--- src/rtl/ov7670_sccb_config.sv ---
// -----------------------------------------------------------------------------
// ov7670_sccb_config
//   Write-only SCCB master that programs the OV7670 from an external register
//   table before capture. After i_start it waits for sensor power-up, then walks
//   the table: each {reg,value} entry becomes one 3-phase write (device id,
//   register, value). 16'hFFF0 inserts a MARK_DELAY pause, 16'hFFFF ends the
//   table, and the last table address is treated as the end if no marker is met.
//
// Ports
//   clk           system clock
//   system_reset  asynchronous, active-low reset
//   i_start       1-clk pulse, begin configuration from entry 0 (ignored while busy)
//   o_rom_addr    table index to the synchronous ROM
//   i_rom_data    {reg_addr[15:8], value[7:0]}, valid 1 clk after o_rom_addr
//   o_sioc        SCCB clock, push-pull
//   o_siod_oe     1 = pull SIOD low, 0 = release to the external pull-up
//   i_siod_in     SIOD pad readback (ACK sampling only)
//   o_busy        configuration sequence in progress
//   o_done        sticky, table completed without error
//   o_error       sticky, NACK seen (constant 0 unless ACK checking is built)
//   o_reg_count   number of register writes completed
//
// Build option
//   SCCB_ACK_CHECK_EN  when defined, SIOD is sampled in the three ACK slots of
//                      every write; a NACK finishes the STOP and then aborts
//                      with o_error set. When undefined, ACK slots are ignored.
// -----------------------------------------------------------------------------
module ov7670_sccb_config #(
  parameter int          CLK_FREQ_HZ  = 27_000_000,
  parameter int          SCCB_FREQ_HZ = 100_000,
  parameter logic [7:0]  DEV_ADDR     = 8'h42,
  parameter logic [23:0] PWR_DELAY    = 24'd270_000,
  parameter logic [23:0] MARK_DELAY   = 24'd270_000,
  parameter int          GAP_QTRS     = 4,
  parameter int          ADDR_W       = 8
) (
  input  logic              clk,
  input  logic              system_reset,
  input  logic              i_start,
  output logic [ADDR_W-1:0] o_rom_addr,
  input  logic [15:0]       i_rom_data,
  output logic              o_sioc,
  output logic              o_siod_oe,
  input  logic              i_siod_in,
  output logic              o_busy,
  output logic              o_done,
  output logic              o_error,
  output logic [ADDR_W-1:0] o_reg_count
);

  // Clocks per quarter SIOC period; every bus phase is a whole number of quarters.
  localparam int             QTR      = CLK_FREQ_HZ / (4 * SCCB_FREQ_HZ);
  localparam int             QW       = (QTR > 1) ? $clog2(QTR) : 1;
  localparam logic [QW-1:0]  QTR_LAST = QW'(QTR - 1);
  localparam logic [7:0]     GAP_LAST = 8'(GAP_QTRS - 1);

  localparam logic [3:0] S_IDLE     = 4'd0;
  localparam logic [3:0] S_PWR_WAIT = 4'd1;
  localparam logic [3:0] S_FETCH    = 4'd2;
  localparam logic [3:0] S_START    = 4'd3;
  localparam logic [3:0] S_BITS     = 4'd4;
  localparam logic [3:0] S_STOP     = 4'd5;
  localparam logic [3:0] S_GAP      = 4'd6;
  localparam logic [3:0] S_DELAY    = 4'd7;
  localparam logic [3:0] S_DONE     = 4'd8;
`ifdef SCCB_ACK_CHECK_EN
  localparam logic [3:0] S_ERROR    = 4'd9;
`endif

  logic [3:0]        r_state;
  logic [QW-1:0]     r_qcnt;       // clk within the current quarter
  logic [7:0]        r_qph;        // quarter within the current phase
  logic [4:0]        r_bit;        // bit index 0..26 within the frame
  logic [26:0]       r_shift;      // frame, MSB goes out first
  logic [23:0]       r_dly;
  logic              r_fcnt;       // FETCH: 0 = address settling, 1 = data valid
  logic [ADDR_W-1:0] r_rom_addr;
  logic [ADDR_W-1:0] r_reg_count;
  logic              r_busy;
  logic              r_done;
  logic              r_sioc;
  logic              r_siod_oe;
  logic              w_sioc;
  logic              w_siod_oe;
  logic              w_timed;
  logic              w_qtick;
  logic              w_last_addr;
  logic [23:0]       w_dly_next;

  assign w_timed     = (r_state == S_START) || (r_state == S_BITS) ||
                       (r_state == S_STOP)  || (r_state == S_GAP);
  assign w_qtick     = w_timed && (r_qcnt == QTR_LAST);
  assign w_last_addr = &r_rom_addr;
  assign w_dly_next  = r_dly + 24'd1;

  // NOTE: state registers use non-blocking assignments so every flop samples
  // the pre-edge value of every other flop, independent of statement order.
  always_ff @(posedge clk or negedge system_reset) begin
    if (!system_reset)            r_qcnt <= '0;
    else if (w_timed && !w_qtick) r_qcnt <= r_qcnt + 1'b1;
    else                          r_qcnt <= '0;
  end

`ifdef SCCB_ACK_CHECK_EN
  logic r_error;
  logic r_nack;
  logic w_ack_slot;
  assign w_ack_slot = (r_bit == 5'd8) || (r_bit == 5'd17) || (r_bit == 5'd26);
  assign o_error    = r_error;

  // Sample the slave at the end of q2, with SIOC high and the line settled.
  always_ff @(posedge clk or negedge system_reset) begin
    if (!system_reset)                 r_nack <= 1'b0;
    else if (r_state == S_START)       r_nack <= 1'b0;
    else if (r_state == S_BITS && w_qtick && r_qph == 8'd2 && w_ack_slot && i_siod_in)
                                       r_nack <= 1'b1;
  end
`else
  // ACK slots are don't-care; SIOD readback is intentionally left unused.
  logic w_unused;
  assign w_unused = i_siod_in;
  assign o_error  = 1'b0;
`endif

  always_ff @(posedge clk or negedge system_reset) begin
    if (!system_reset) begin
      r_state     <= S_IDLE;
      r_qph       <= '0;
      r_bit       <= '0;
      r_shift     <= '0;
      r_dly       <= '0;
      r_fcnt      <= 1'b0;
      r_rom_addr  <= '0;
      r_reg_count <= '0;
      r_busy      <= 1'b0;
      r_done      <= 1'b0;
`ifdef SCCB_ACK_CHECK_EN
      r_error     <= 1'b0;
`endif
    end else begin
      case (r_state)
        S_IDLE: if (i_start) begin
          r_done      <= 1'b0;
          r_rom_addr  <= '0;
          r_reg_count <= '0;
          r_busy      <= 1'b1;
          r_dly       <= '0;
`ifdef SCCB_ACK_CHECK_EN
          r_error     <= 1'b0;
`endif
          r_state     <= S_PWR_WAIT;
        end
        S_PWR_WAIT: begin
          r_dly <= w_dly_next;
          if (w_dly_next >= PWR_DELAY) begin
            r_fcnt  <= 1'b0;
            r_state <= S_FETCH;
          end
        end
        S_FETCH: begin
          r_fcnt <= ~r_fcnt;
          if (r_fcnt) begin
            if (i_rom_data == 16'hFFFF) begin
              r_state <= S_DONE;
            end else if (i_rom_data == 16'hFFF0) begin
              r_dly   <= '0;
              r_state <= S_DELAY;
            end else begin
              // ACK slots carry 1 so the master releases SIOD for the slave.
              r_shift <= {DEV_ADDR, 1'b1, i_rom_data[15:8], 1'b1, i_rom_data[7:0], 1'b1};
              r_qph   <= '0;
              r_bit   <= '0;
              r_state <= S_START;
            end
          end
        end
        S_START: if (w_qtick) begin
          if (r_qph == 8'd1) begin
            r_qph   <= '0;
            r_state <= S_BITS;
          end else begin
            r_qph <= r_qph + 8'd1;
          end
        end
        S_BITS: if (w_qtick) begin
          if (r_qph == 8'd3) begin
            r_qph   <= '0;
            r_shift <= {r_shift[25:0], 1'b0};
            if (r_bit == 5'd26) r_state <= S_STOP;
            else                r_bit   <= r_bit + 5'd1;
          end else begin
            r_qph <= r_qph + 8'd1;
          end
        end
        S_STOP: if (w_qtick) begin
          if (r_qph == 8'd2) begin
            r_qph <= '0;
`ifdef SCCB_ACK_CHECK_EN
            if (r_nack) r_state <= S_ERROR;
            else
`endif
            begin
              r_reg_count <= r_reg_count + 1'b1;
              // Last table slot without an end marker ends the sequence.
              if (w_last_addr) begin
                r_state <= S_DONE;
              end else begin
                r_rom_addr <= r_rom_addr + 1'b1;
                r_state    <= S_GAP;
              end
            end
          end else begin
            r_qph <= r_qph + 8'd1;
          end
        end
        S_GAP: if (w_qtick) begin
          if (r_qph >= GAP_LAST) begin
            r_qph   <= '0;
            r_fcnt  <= 1'b0;
            r_state <= S_FETCH;
          end else begin
            r_qph <= r_qph + 8'd1;
          end
        end
        S_DELAY: begin
          r_dly <= w_dly_next;
          if (w_dly_next >= MARK_DELAY) begin
            if (w_last_addr) begin
              r_state <= S_DONE;
            end else begin
              r_rom_addr <= r_rom_addr + 1'b1;
              r_fcnt     <= 1'b0;
              r_state    <= S_FETCH;
            end
          end
        end
        S_DONE: begin
          r_busy  <= 1'b0;
          r_done  <= 1'b1;
          r_state <= S_IDLE;
        end
`ifdef SCCB_ACK_CHECK_EN
        S_ERROR: begin
          r_busy  <= 1'b0;
          r_done  <= 1'b0;
          r_error <= 1'b1;
          r_state <= S_IDLE;
        end
`endif
        default: r_state <= S_IDLE;
      endcase
    end
  end

  // Bus levels by phase. START: q0 SIOD low under SIOC high, q1 SIOC low.
  // BITS: q0/q1 SIOC low with data set, q2/q3 SIOC high.
  // STOP: q0 both low, q1 SIOC high, q2 SIOD released.
  // NOTE: every always_comb output gets a default first, so no path can
  // leave it unassigned and infer a latch.
  always_comb begin
    w_sioc    = 1'b1;
    w_siod_oe = 1'b0;
    case (r_state)
      S_START: begin
        w_sioc    = (r_qph == 8'd0);
        w_siod_oe = 1'b1;
      end
      S_BITS: begin
        w_sioc    = r_qph[1];
        w_siod_oe = ~r_shift[26];
      end
      S_STOP: begin
        w_sioc    = (r_qph != 8'd0);
        w_siod_oe = (r_qph != 8'd2);
      end
      default: ;
    endcase
  end

  // Registered pad drivers: glitch-free, and forced idle by reset immediately.
  always_ff @(posedge clk or negedge system_reset) begin
    if (!system_reset) begin
      r_sioc    <= 1'b1;
      r_siod_oe <= 1'b0;
    end else begin
      r_sioc    <= w_sioc;
      r_siod_oe <= w_siod_oe;
    end
  end

  assign o_sioc      = r_sioc;
  assign o_siod_oe   = r_siod_oe;
  assign o_rom_addr  = r_rom_addr;
  assign o_reg_count = r_reg_count;
  assign o_busy      = r_busy;
  assign o_done      = r_done;

endmodule

--- config.mk ---
export PLATFORM = sky130hd
export DESIGN_NAME = ov7670_sccb_config
export DESIGN_NICKNAME = d
export VERILOG_FILES = /design/src/rtl/ov7670_sccb_config.sv
export SDC_FILE = /design/constraint.sdc
export NUM_CORES = 1
export LEC_CHECK = 0
export ABC_AREA = 0
export ABC_CLOCK_PERIOD_IN_PS = 3030
export CORE_MARGIN = 2
export CORE_UTILIZATION = 30
export CTS_CLUSTER_DIAMETER = 100
export DETAILED_ROUTE_END_ITERATION = 10
export HOLD_SLACK_MARGIN = 0.06
export MAX_ROUTING_LAYER = met4
export PLACE_DENSITY = 0.57
export SYNTH_ARGS = -nofsm -noshare
export SYNTH_HDL_FRONTEND = slang
export SYNTH_SLANG_ARGS = --single-unit
--- constraint.sdc ---
create_clock -name clk -period 3.03 [get_ports clk]
set_clock_uncertainty 0.2 [all_clocks]
set_input_delay 0.303 -clock clk [delete_from_list [all_inputs] [get_ports clk]]
set_output_delay 0.303 -clock clk [all_outputs]
set_load 0.05 [all_outputs]
# --- After elaboration in Yosys (flattened, before gate mapping) ---
# Cells that the tools add are included.
classes:
  n_addsub: 6
  order_cmp: 2
  eq_ne: 34
  n_mux: 70
  n_bitwise: 2
  reduce_logical: 27
op_table:
  columns: ["op", "n"]
  rows:
  - ["$mux 8", 18]
  - ["$mux 27", 5]
  - ["$mux 24", 4]
  - ["$pmux 24 s3", 1]
  - ["$mux 4", 16]
  - ["$pmux 27 s2", 1]
  - ["$pmux 8 s5", 1]
  - ["$eq 16x16->1 const B", 2]
  - ["$pmux 4 s8", 1]
  - ["$mux 5", 6]
  - ["$ne 2x2->1 const B", 13]
  - ["$add 24x1->24 const B", 1]
  - ["$add 8x1->8 const B", 3]
  - ["$ge 24x19->1 const B", 1]
  - ["$pmux 8 s3", 1]
  - ["$eq 4x3->1 const B", 4]
  - ["$eq 8x2->1 const B", 2]
  - ["$pmux 8 s2", 1]
  - ["$reduce_and 8->1", 2]
  - ["$reduce_and 13->1", 1]
  - ["$reduce_and 6->1", 2]
  - ["$ne 2x1->1 const B", 5]
  - ["$pmux 5 s2", 1]
  - ["$reduce_and 5->1", 2]
  - ["31 further kinds", 47]
totals:
  register_bits: 96
  input_bits: 20

# --- Logic depth before layout (Yosys ltp) ---
# Gate-level depths: netlist of the first run.
logic_depth:
  depth_word: 8
  depth_mapped: 11

# --- Least setup slack after synthesis of the first run ---
# No wires, ideal clock.
synth_timing:
  path_type: "register to register"
  from: "reg r_qph[5]"
  to: "reg r_rom_addr[5] (netlist: o_rom_addr[5])"
  arrival_ns: 2.605
  slack_ns: 0.147
  stages_incl_launch_ff: 9
  cell_sequence: "dfrtp_1 -> or4_4 -> nor3_4 -> nand4_1 -> a2111o_1 -> buf_6 -> or3_1 -> or3_1 -> a21oi_1"
synth_via:
  elab_chain_cells: 3
synth_rtl:
  columns: ["item", "line", "source"]
  rows:
  - ["start: declaration", "72", "logic [7:0] r_qph;"]
  - ["start signal: assignment", "182", "r_qph <= r_qph + 8'd1;"]
  - ["start signal: assignment", "192", "r_qph <= r_qph + 8'd1;"]
  - ["start signal: assignment", "213", "r_qph <= r_qph + 8'd1;"]
  - ["$eq 8x2->1", "196", "if (r_qph == 8'd2) begin"]
  - ["$ne 2x1->1 (no source line)", null, null]
  - ["$reduce_and 5->1 (no source line)", null, null]
  - ["end signal: assignment", "208", "r_rom_addr <= r_rom_addr + 1'b1;"]
  - ["end signal: assignment", "231", "r_rom_addr <= r_rom_addr + 1'b1;"]
  - ["end: declaration", "77", "logic [ADDR_W-1:0] r_rom_addr;"]
# No other way between the ends.
# A chain may end at the register's enable or synchronous reset.

# --- Worst setup path after layout of the first run ---
# Same ends and word-level chain as after synthesis.

==> summary.txt, run 1 <==
Run status
  – Status: finished clean

Synthesis
  – Net Count, Synth: 645
  – Sequential-to-total area share from yosys stat: 0.441
  – Most frequent cell after synthesis: dfrtp_1
  – Number of flops mapped to enable cells by yosys: 0
  – Post-Synthesis Cell Area: 5450 µm²
  – Synth unique cells: 65
  – Yosys reg bits: 96
  – Synth top area cells: dfrtp_1 (44%), o21ai_0 (6.8%), nand2_1 (5.0%), mux2i_1 (3.5%), nor2_1 (3.4%)
  – Instance count of the mapped netlist: 614
  – Ys async rst share: 1.00
  – Ys flop type: dfrtp_1
  – Ys Warns: 0
  – Synth top cells by count: dfrtp_1 (95), o21ai_0 (74), nand2_1 (73), nor2_1 (50), a21oi_1 (36)
  – Area leader, netlist: dfrtp_1
  – Top-area cell type share of the netlist area: 0.437
  – Post-Synthesis Mean Instance Area: 8.87 µm²

GRT
  – Pin count of the biggest net entering global routing: 40
  – Gr busiest metal: met2
  – Met1 Resource Use GR: 0.183
  – GRT Total Usage: 0.145
  – GRT Residual Overflow: 0
  – Vias in the first global route: 4760
  – Met3 GRT Util: 0.0238
  – First-pass GRT wire length: 22700 µm
  – Met2 Usage GRT: 0.228
  – Initial antenna violation count: 0

Timing
  – RSZ-0062 raised after global routing: true
  – Final Max Slew Viols: 0
  – Final Hold Vio Count: 0
  – Final Setup Violations: 0
  – Hold_ws: 0.269 ns
  – Setup TNS: 0 ns
  – Min Tclk post-route: 2.99 ns
  – Peak Freq: 335 MHz
  – Max-slew headroom: 0.642
  – Final worst-path cycle share: 0.986
  – Pin slew with the least headroom to its limit: 0.537 ns

Clock tree
  – Root buffer cell: clkbuf_16
  – CTS Buf Count: 9
  – CTS tree: built
  – Worst-path clk slew: 0.07 ns
  – Clk sink count: 96
  – Max clock buf depth: 2
  – # H-tree levels: 3
  – Clk_lat worst skew: 0.36 ns

Worst setup path
  – CP Max Fanout: 5
  – Critical Path, Cell by Cell: or4_4 > nor3_4 > nand4_1 > a2111o_1 > or3_4 > or3_1 > a21oi_1
  – Startpoint types: register
  – Crit path kind: register to register
  – CP max stage cell: or4_4
  – Crit path arrival time: 3.07 ns
  – Largest stage delay, worst path: 0.56 ns
  – Crit path from: r_qph[5]
  – WP data required: 3.11 ns
  – Register-to-Register Path Depth: 7
  – Register-to-Register Setup Slack: 0.04 ns
  – Setup crit end kind: register
  – R2r startpoint: r_qph[5]

Placed design
  – DP HPWL: 9480 µm
  – Port buffer count: 38
  – Post-DP Area: 6410 µm²
  – GP Congestion: 0.913

Die
  – Core Region: 17900 µm²
  – Die area: 19200 µm²
  – # rows: 49
  – Starting Density: 0.304
  – Chip height: 139 µm
  – DIE WIDTH: 139 µm
  – Ports: 41

Hold path
  – Hold Crit Class: input pin to asynchronous set/reset pin

Power
  – Pwr per Cell Area: 736 nW/µm²
  – Peak supply drop: 0.371 mV
  – Leakage: 2.84 nW

Flow run
  – Max-Cap Viols: 0

Finish
  – # diodes: 0
  – Final #Nets: 725
  – Layout cells sized above 1: 0.177
  – Layout area overhead: 27.0%
  – Fin area: 6910 µm²

Detailed routing
  – Vias/cell: 5.33
  – Pre-Repair DR Iteration Count: 5
  – # DRC: 0
  – Antenna Nets Post-Route: 0
  – Routed wire per std cell: 14.4 µm
  – Drt initial violations: 479
  – Via count: 4948
  – WL final: 13400 µm
==> cell families (layout without fill, tap and decap cells) <==
logic type      after synthesis  count (layout)  synth area share
mux                          23              23            0.0432
flops                        96              96             0.441
xor+xnor                     14              14            0.0225
buf+inv                      46             131            0.0347
compound gates              179             179             0.204
simple gates                244             244             0.228
fa+ha+maj                    11              11            0.0253
other cells                   1               1          0.000689
==> repair_timing <==
item,in CTS,in global routing
hold endpoints to repair,37,0
endpoints found under the setup margin,5,18
gates resized for setup,6,30
buffers inserted,2,8
hold buffers,1,0
pin swaps,2,13
==> power breakdown <==
part / total [mW] / leakage [nW] / switching [mW] / internal [mW]
clock: 1.08 / 0.128 / 0.522 / 0.562
combinational: 2.28 / 1.45 / 1.37 / 0.909
sequential: 1.72 / 1.26 / 0.195 / 1.53
==> sequential cells by signal, indices dropped and copies added, names as in the netlist, 4 cells and up <==
signal,flops
o_reg_count,8
o_rom_addr,8
r_bit,5
r_dly,24
r_qcnt,7
r_qph,8
r_shift,27
r_state,4
==> stage by stage <==
step / setup slack [ns] / cells / util / power (mW)
global placement: -0.00151 / 902 / 0.358 / 3.84
global route: -0.0854 / 928 / 0.386 / 5.47
floorplan: 0.147 / 614 / - / 3.18
CTS: -0.0132 / 921 / 0.376 / 5.06
finish: 0.0412 / 928 / 0.386 / 5.09
detailed placement: -0.0613 / 902 / 0.358 / 3.91
==> final timing paths <==
kind	end
worst max register to register	o_rom_addr[5]
max in group asynchronous	o_sioc
worst max-delay path	o_rom_addr[5]
worst min-delay path	r_shift[13]
min in group clk	r_qcnt[0]
worst min register to register	r_qcnt[0]
==> worst max-delay path: cells and delay by family (launching register included) <==
| family | cells | cell delay, ns |
|---|---|---|
| compound gates | 2 | 0.63 |
| flops | 1 | 0.42 |
| simple gates | 5 | 1.66 |
==> area by class of cell <==
type	instances	area, µm²
fill	1794	11000
multi-input combinational	472	2990
clock inverter	7	53.8
timing repair buffer	102	897
tap	229	287
inverter	13	51.3
sequential	96	2410
clock buffer	9	225
==> cells in the final DEF, fill, tap and decap left out, types with 10 or more instances in the layout <==
cell type	n
nor2_1	50
nand3_1	27
dfrtp_1	93
mux2i_1	19
inv_1	12
nand4_1	17
a21oi_1	34
o21ai_0	74
o31ai_1	12
ha_1	10
buf_4	59
nand2_1	73
and3_1	12
a22o_1	12
clkdlybuf4s50_1	37
==> metal layers <==
layer | vias to the layer above | routed length [µm]
li1 | 2408 | -
met1 | 2405 | 6200
met2 | 112 | 6430
met3 | 23 | 459
met4 | 0 | 313
met5 | - | 0
(Power assumes the default switching activity.)
==> run 2, diff against run 1 <==
Settings changed: ABC_CLOCK_PERIOD_IN_PS 3030 to 3700, PLACE_DENSITY 0.57 to 0.56.
Clock period 3.03 ns to 3.7 ns, I/O delays scaled along.
==> summary.txt, run 2 (same netlist as run 1, synthesis figures left out) <==
Timing
  – Min Tclk post-route: 3.31 ns (+0.325 ns)
  – Final worst-path cycle share: 0.896 (-0.0907)
  – RSZ-0062 raised after global routing: false
  – Max-slew headroom: 0.369 (-0.272)
  – Setup TNS: 0 ns (unchanged)
  – Final Max Slew Viols: 0 (unchanged)
  – Final Hold Vio Count: 0 (unchanged)
  – Final Setup Violations: 0 (unchanged)
  – Peak Freq: 302 MHz (-9.8%)
  – Pin slew with the least headroom to its limit: 0.946 ns (+0.409 ns)

Clock tree
  – CTS Buf Count: 9 (unchanged)
  – Worst-path clk slew: 0.07 ns (about the same)
  – Max clock buf depth: 2 (unchanged)
  – Post-CTS sizing: 0 (-6)
  – CTS tree: built
  – Clk_lat worst skew: 0.35 ns (about the same)
  – # H-tree levels: 3 (unchanged)
  – Clk sink count: 96 (unchanged)
  – Root buffer cell: clkbuf_16
  – Post-CTS Hold Fix Bufs: 1 (unchanged)
  – Postcts setup bufs: 0 (-2)

Detailed routing
  – WL final: 12700 µm (-5.3%)
  – # DRC: 0 (unchanged)
  – Via count: 4690 (-5.2%)
  – Drt initial violations: 287 (-40%)
  – Vias/cell: 5.35 (+0.41%)
  – Antenna Nets Post-Route: 0 (unchanged)
  – Routed wire per std cell: 14.5 µm (+0.27%)
  – Pre-Repair DR Iteration Count: 4 (-1)

GRT
  – Pin count of the biggest net entering global routing: 74 (+85%)
  – First-pass GRT wire length: 22000 µm (-3.0%)
  – GRT Residual Overflow: 0 (unchanged)
  – Vias in the first global route: 4485 (-5.8%)
  – Initial antenna violation count: 0 (unchanged)
  – GRT Total Usage: 0.141 (-0.00419)

Worst setup path
  – Register-to-Register Setup Slack: 0.39 ns (+0.34 ns)
  – FF-to-FF End: o_rom_addr[3]
  – Crit path kind: register to register
  – CP Max Fanout: 15 (+10)
  – Startpoint types: register
  – R2r startpoint: r_dly[0]
  – Crit path arrival time: 3.40 ns (+0.33 ns)
  – Register-to-Register Path Depth: 10 (+3)
  – WP data required: 3.79 ns (+0.68 ns)
  – Setup crit end kind: register

Hold path
  – Hold Crit Class: register to register
  – Hold Path End: r_shift[15]
  – Worst min-delay path startpoint: r_shift[15]
  – Hold Path Cell Cnt: 2

Placed design
  – Placed Cells: 859 (-4.8%)
  – DP HPWL: 8770 µm (-7.5%)
  – Post-DP Area: 6060 µm² (-5.4%)
  – GP Congestion: 0.888 (-2.6%)
  – Port buffer count: 38 (unchanged)

Finish
  – Top reg by flops: r_shift
  – Non-Filler Instances: 876 (-5.6%)
  – Fin util: 0.355 (-0.0311)
  – Fillers: 1832 (+2.1%)
  – Max reg flops: 27 (unchanged)
  – Layout area overhead: 16.7%
  – Fin area: 6360 µm² (-8.1%)
  – Commonest non-fill, non-tap cells in the layout: dfrtp_1 (95), o21ai_0 (74), nand2_1 (73)
  – Biggest regs: r_shift: 27 flops, r_dly: 24 flops
  – Most common cell after layout, fill and taps aside: dfrtp_1
  – Layout cells sized above 1: 0.0757 (-0.102)
  – # diodes: 0 (unchanged)
  – Final #Nets: 673 (-7.2%)

Power
  – Peak supply drop: 0.367 mV (-1.0%)
  – Leakage: 2.54 nW (-11%)
  – Pwr per Cell Area: 615 nW/µm² (-16%)

Die
  – DIE WIDTH: 139 µm (unchanged)
  – Starting Density: 0.304 (unchanged)
  – # rows: 49 (unchanged)
  – Ports: 41 (unchanged)
  – Core Region: 17900 µm² (unchanged)
  – Chip height: 139 µm (unchanged)
  – Die area: 19200 µm² (unchanged)

Flow run
  – Max-Cap Viols: 0 (unchanged)

Run status
  – Status: finished clean
run 2: cell types whose count changed in the layout (fill, tap and decap cells not counted), moves of 3 or more:
cell	change
buf_6	-3
o311ai_0	+3
buf_4	-47
or3_1	+3
or3_4	-3
run 2: stage by stage:
step	power (mW)	setup slack (ns)	hold WS, ns
CTS	3.95	0.374	0.287
global route	4.22	0.215	0.301
detailed placement	3.03	0.404	0.271
floorplan	2.60	0.817	-0.126
finish	3.91	0.386	0.282
global placement	2.98	0.435	0.262
run 2: routing by layer:
layer	routed length [µm]	track usage	up-vias	part of all wire
met1	6200	0.187	2296	0.49
met4	189	0.0500	0	0.015
met5	0	-	-	0
li1	-	-	2309	-
met3	375	0.0238	12	0.030
met2	5930	0.218	73	0.47
run 2: power breakdown:
group / switching [mW] / internal (mW)
clock network: 0.403 / 0.493
logic: 0.989 / 0.568
registers: 0.206 / 1.25
run 2: final cells by class:
cell class	instances	area, µm²	area share
Clock buffer	12	256	0.0404
Clock inverter	4	26.3	0.00413
Inverter	13	48.8	0.00768
Multi-Input combinational cell	472	2860	0.451
Sequential cell	96	2400	0.378
Tap cell	229	287	0.0451
Timing Repair Buffer	50	470	0.0740
run 2: critical path, cell delays in order, from the launching register on:
cell and delay (ns):
dfrtp_1 0.43, ha_1 0.29, nand3_1 0.22, or4_1 0.55, o311ai_0 0.11, o221ai_1 0.17
o211ai_1 0.29, a211oi_2 0.11, buf_4 0.19, or4b_2 0.61, nand2_1 0.08
run 2: how the worst max path moves through the flow:
| stage | slack [ns] | start | end |
|---|---|---|---|
| finish | 0.39 | r_dly[0] | o_rom_addr[3] |
| CTS | 0.37 | r_dly[0] | o_rom_addr[3] |
| detailed placement | 0.40 | r_dly[0] | o_rom_addr[3] |
| global placement | 0.44 | r_dly[0] | o_rom_addr[3] |
| floorplan | 0.82 | r_qph[5] | o_rom_addr[5] |
| global route | 0.21 | r_dly[0] | o_rom_addr[3] |
